`config.mk`:
```
export PLATFORM = sky130hd
export DESIGN_NAME = fetch_inst_buffer
export DESIGN_NICKNAME = d
export VERILOG_FILES = /design/src/rtl/fetch_inst_buffer.sv
export SDC_FILE = /design/constraint.sdc
export NUM_CORES = 2
export LEC_CHECK = 0
export BUFFER_PORTS_ARGS = -buffer_cell sky130_fd_sc_hd__buf_2
export CORE_MARGIN = 5
export CORE_UTILIZATION = 39
export CTS_CLUSTER_SIZE = 8
export DETAILED_ROUTE_END_ITERATION = 7
export PLACE_DENSITY = 0.54
export SLEW_MARGIN = 5
export SYNTH_ARGS = -nofsm -noshare
export SYNTH_HDL_FRONTEND = slang
export SYNTH_SLANG_ARGS = --single-unit
```
`constraint.sdc`:
```
create_clock -name clock -period 8.1 [get_ports clock]
set_input_delay 0.81 -clock clock [delete_from_list [all_inputs] [get_ports clock]]
set_output_delay 0.81 -clock clock [all_outputs]
set_load 0.02 [all_outputs]
```
`src/rtl/fetch_inst_buffer.sv`:
```
// fetch_inst_buffer: circular fetch-to-dispatch instruction queue.
// Define FETCH_BUF_STATS_EN to add push-reject / empty-cycle stat counters.
module fetch_inst_buffer #(
   parameter int N      = 2,
   parameter int DEPTH  = 16,
   parameter int DATA_W = 32,
   parameter int ADDR_W = 32,
   parameter int CNT_W  = $clog2(DEPTH + 1),
   parameter int PC_W   = $clog2(N + 1)
) (
   input  logic                         clock,
   input  logic                         reset,
   input  logic                         flush,
   input  logic [PC_W-1:0]              push_count,
   input  logic [N-1:0][DATA_W-1:0]     push_instr,
   input  logic [N-1:0][ADDR_W-1:0]     push_pc,
   input  logic [PC_W-1:0]              dispatch_count,
   output logic [CNT_W-1:0]             free_slots,
   output logic [N-1:0][DATA_W-1:0]     ff_instr,
   output logic [ADDR_W-1:0]            ff_pc,
`ifdef FETCH_BUF_STATS_EN
   output logic [31:0]                  stat_push_reject,
   output logic [31:0]                  stat_empty_cycles,
`endif
   output logic [N-1:0]                 fetch_valid
);

   localparam int PTR_W = $clog2(DEPTH);

   logic [PTR_W-1:0]  head;
   logic [PTR_W-1:0]  tail;
   logic [CNT_W-1:0]  count;

   logic [DATA_W-1:0] mem_instr [DEPTH];
   logic [ADDR_W-1:0] mem_pc    [DEPTH];

   logic [PC_W-1:0]   n_valid;
   logic [PC_W-1:0]   eff_pop;
   logic              push_ok;
   logic              push_do;
   logic [PC_W-1:0]   push_acc;

   // Free space is taken from registered occupancy only
   assign free_slots = CNT_W'(DEPTH) - count;

   assign push_ok  = CNT_W'(push_count) <= free_slots;
   assign push_do  = reset && !flush && push_ok;
   assign push_acc = push_do ? push_count : '0;

   // Present the oldest PC-contiguous run of up to N entries
   always_comb begin
      logic              run;
      logic [PTR_W-1:0]  idx;
      run         = 1'b1;
      idx         = head;
      fetch_valid = '0;
      ff_instr    = '0;
      for (int i = 0; i < N; i++) begin
         idx = head + PTR_W'(i);
         run = run
            && (CNT_W'(i) < count)
            && (mem_pc[idx] == mem_pc[head] + ADDR_W'(4 * i));
         fetch_valid[i] = run;
         if (run) begin
            ff_instr[i] = mem_instr[idx];
         end
      end
      ff_pc = (count != '0) ? mem_pc[head] : '0;
   end

   // Clip the dispatch request to what is actually presented
   always_comb begin
      n_valid = '0;
      for (int i = 0; i < N; i++) begin
         if (fetch_valid[i]) begin
            n_valid = n_valid + PC_W'(1);
         end
      end
      eff_pop = (dispatch_count < n_valid) ? dispatch_count : n_valid;
   end

   // Pointer and occupancy update; reset dominates flush
   always_ff @(posedge clock) begin
      if (!reset) begin
         head  <= '0;
         tail  <= '0;
         count <= '0;
      end else if (flush) begin
         head  <= '0;
         tail  <= '0;
         count <= '0;
      end else begin
         head  <= head + PTR_W'(eff_pop);
         tail  <= tail + PTR_W'(push_acc);
         count <= count + CNT_W'(push_acc) - CNT_W'(eff_pop);
      end
   end

   // Entry storage write; contents are never cleared
   always_ff @(posedge clock) begin
      if (push_do) begin
         for (int i = 0; i < N; i++) begin
            if (PC_W'(i) < push_count) begin
               mem_instr[tail + PTR_W'(i)] <= push_instr[i];
               mem_pc[tail + PTR_W'(i)]    <= push_pc[i];
            end
         end
      end
   end

`ifdef FETCH_BUF_STATS_EN
   logic push_rej;

   assign push_rej = !flush && (push_count != '0) && !push_ok;

   // Saturating event counters, cleared only by reset
   always_ff @(posedge clock) begin
      if (!reset) begin
         stat_push_reject  <= '0;
         stat_empty_cycles <= '0;
      end else begin
         if (push_rej && (stat_push_reject != '1)) begin
            stat_push_reject <= stat_push_reject + 32'd1;
         end
         if ((count == '0) && (stat_empty_cycles != '1)) begin
            stat_empty_cycles <= stat_empty_cycles + 32'd1;
         end
      end
   end
`else
   // No statistics hardware in this build
`endif

endmodule
```
==> flow_summary.ini <==
[outcome]
status = finished clean

[final_layout]
syn2layout_area_growth_pct = 11.9
nets = 3982
final_layout_size_suffix_gt1_share_pct = 56.1
layoutNonFillerInstCount = 5963
fin_area_sq_um = 69300
utilization_pct = 43.8

[floorplan]
design.portCount = 238
die_x_microns = 408
fp.dieArea_sq_um = 167000
rows = 146
coreArea_sq_um = 158000
start_util_pct = 39.2
die_h_microns = 408

[sta]
worst_slew_pin_slew_ps = 1130
hold_viol_final = 0
period_share_pct = 92.2
slew_headroom_pct = 24.4
fmax_mhz = 134
setup_total_negative_slack_ps = 0
maxSlewViolCount = 0
fin_skew_ps = 15.2
min_period_ps = 7470
setup_viol = 0
rsz0062_at_grt = false

[cts]
htreeDepth = 4
hold_buffers = 0
clockBufferDepth = 3
cts-root-buf = clkbuf_16
cts_sinks = 1037
path_clk_slew_ps = 50
postCtsResizedCells = 0
cts_tree = done
numCtsBuffers = 149
insertion_delay_ps = 770
cts_setup_buffers = 0

[setup_path]
crit_path_end_kind = output pin
crit_type = flop to output pin
crit_path_start_kind = flop
crit_fanout = 80
arrival_ps = 6660
worstPathRequired_ps = 7290

[route]
drtIter0Drc = 4006
totalWireLength_microns = 215000
drtPass1Iterations = 5
ant_nets = 0
vias = 37760
post-route-drc-count = 0
vias_per_cell = 6.33
wl_per_cell_microns = 36.1

[yosys]
syn_avg_cell_area_sq_um = 16.5
synthDistinctLibCells = 61
synth_top_family_by_area = multiplexers
synth_seq_cells = 1037
synthMuxAreaShare_pct = 40.7
ys_seq_area_share_pct = 50.1
syn_area_sq_um = 61900
synthAdderAreaFrac_pct = 0.534
yosys.area_share.simple_pct = 3.31
synth-main-ff-cell = edfxtp_1
netlist.area_leader.share_pct = 49.7
async_flop_share_pct = 0
synth_xor_area_share_pct = 0.829
synth_fp_nets = 3898
netlist_instances = 3739
yosysTopAreaCell = edfxtp_1
synth_edf_count = 1024
synth.area.top_cells = edfxtp_1, mux4_2, mux2_2
yosysWarnings = 0
synth-compound-area-share_pct = 1.31

[power_and_ir_drop]
p_leak_nw = 22.0
seqPwrFrac_pct = 36.7
pwr_density_cell_nw_per_um2 = 240
switchingPower_mw = 5.16
switching_share_pct = 31.0
peakVddDrop_uv = 243
p_comb_share_pct = 28.6
intPower_mw = 11.5
clkPwrFrac_pct = 34.7

[placed_design]
port_buffers = 237
placed_area_sq_um = 65100
globalplace.congestion = 0.844
place_inst = 5744
dp_hpwl_microns = 118000

[global_route]
antenna_found_initial = 35
grt_start_max_net_pins = 137
grt.overflow.total = 0
grt_pass1_vias = 39013
grt_pass1_wl_microns = 302000
track_usage_pct = 25.4

[run]
drv_cap = 0

[hold_path]
hp-class = input pin to flop
## cell usage after synthesis (all sizes together) (2+ instances only)
cell / n
nor4: 9
o21ai: 9
a22oi: 9
o31ai: 4
buf: 117
xnor2: 40
dfxtp: 13
nor3: 17
a21oi: 22
a31oi: 3
nand4: 8
or3: 7
mux2i: 35
ha: 20
or4: 2
inv: 26
nor3b: 4
and2: 8
mux4: 585
a22o: 2
nor2b: 62
o22ai: 7
nor2: 54
xor2: 16
a211oi: 2
or2: 3
fa: 4
clkbuf: 289
o211ai: 5
o211a: 32
o2111ai: 2
nand2b: 6
a21o: 3
nand3: 49
mux2: 1033
nand2: 194
and3: 4
edfxtp: 1024
## layer usage
metal  global-route usage, %  share of wire (%)
met1                    34.1                 41
met2                    41.2                 48
met3                    5.37                7.3
met4                    8.87                3.4
met5                       0              0.059
## cell families (layout without fill, tap and decap cells)
family / Yosys count / in the layout
simple gates: 430 / 430
xor+xnor: 56 / 56
fa+ha+maj: 24 / 24
flops: 1037 / 1037
mux: 1653 / 1653
other cells: 0 / 21
compound gates: 107 / 107
buf+inv: 432 / 563
## registers in the layout, indices dropped and copies added (netlist names)
| register | cells |
|---|---|
| count | 5 |
| mem_pc | 512 |
| head | 4 |
| tail | 4 |
| mem_instr | 512 |
## worst max-delay path, cell delays in order, from the launching register on
cell	delay, ps
dfxtp_4	530
buf_12	490
buf_4	610
mux4_2	580
mux2_2	290
and3_1	180
o21ai_0	230
nor2_1	80
xnor2_1	140
nor4b_2	470
o2111ai_1	320
nor4_4	330
buf_4	210
buf_4	630
o211a_1	420
buf_2	220
## power groups by stage
stage | logic, mW | clock network (mW) | registers (mW)
after floorplan | 3.34 | 0 | 6.19
after global placement | 4.77 | 0 | 6.21
after detailed placement | 4.78 | 0 | 6.21
after CTS | 4.80 | 5.86 | 6.10
after global routing | 5.05 | 6.07 | 6.11
final | 4.75 | 5.76 | 6.10
## worst paths after layout
path              startpoint      endpoint  slack, ps  depth (start not counted)
hold / removal         flush      count[2]        510                          4
setup reg to reg     head[1]      count[4]       1260                         27
hold reg to reg      tail[3]       tail[3]        580                          2
setup / recovery     head[1]  ff_instr[51]        630                         15
## layout make-up
cell class,count,area [sq um]
clock buffers,185,3940
clock inverters,13,134
flip-flops and latches,1037,31000
inverters,26,103
multi-input cells,2270,29200
diodes,21,52.6
repair buffers,339,2210
fillers,13911,88800
well taps,2072,2590
## placed cells by master (no fill, tap or decap), drive strengths merged, types with 7 or more instances in the layout
| master | synthesis | layout |
|---|---|---|
| nor2b | 62 | 62 |
| nand4 | 8 | 8 |
| mux2i | 35 | 35 |
| and2 | 8 | 8 |
| o21ai | 9 | 9 |
| clkbuf | 289 | 185 |
| nor3 | 17 | 17 |
| dfxtp | 13 | 13 |
| xnor2 | 40 | 40 |
| edfxtp | 1024 | 1024 |
| nor4 | 9 | 9 |
| a22oi | 9 | 9 |
| mux2 | 1033 | 1033 |
| diode | 0 | 21 |
| o22ai | 7 | 7 |
| nand3 | 49 | 49 |
| nand2 | 194 | 194 |
| or3 | 7 | 7 |
| ha | 20 | 20 |
| inv | 26 | 33 |
| mux4 | 585 | 585 |
| xor2 | 16 | 16 |
| buf | 117 | 339 |
| o211a | 32 | 32 |
| a21oi | 22 | 22 |
| nor2 | 54 | 54 |
## per-stage QoR
step           power [mW]  setup slack (ps)  hold slack (ps)
5_1_grt              17.2               329              496
6_report             16.6               633              509
3_3_place_gp         11.0              1170              560
2_1_floorplan        9.52               974              532
4_1_cts              16.8               572              469
3_5_place_dp         11.0              1230              574
Note: power is estimated with default switching activity, not from simulation.
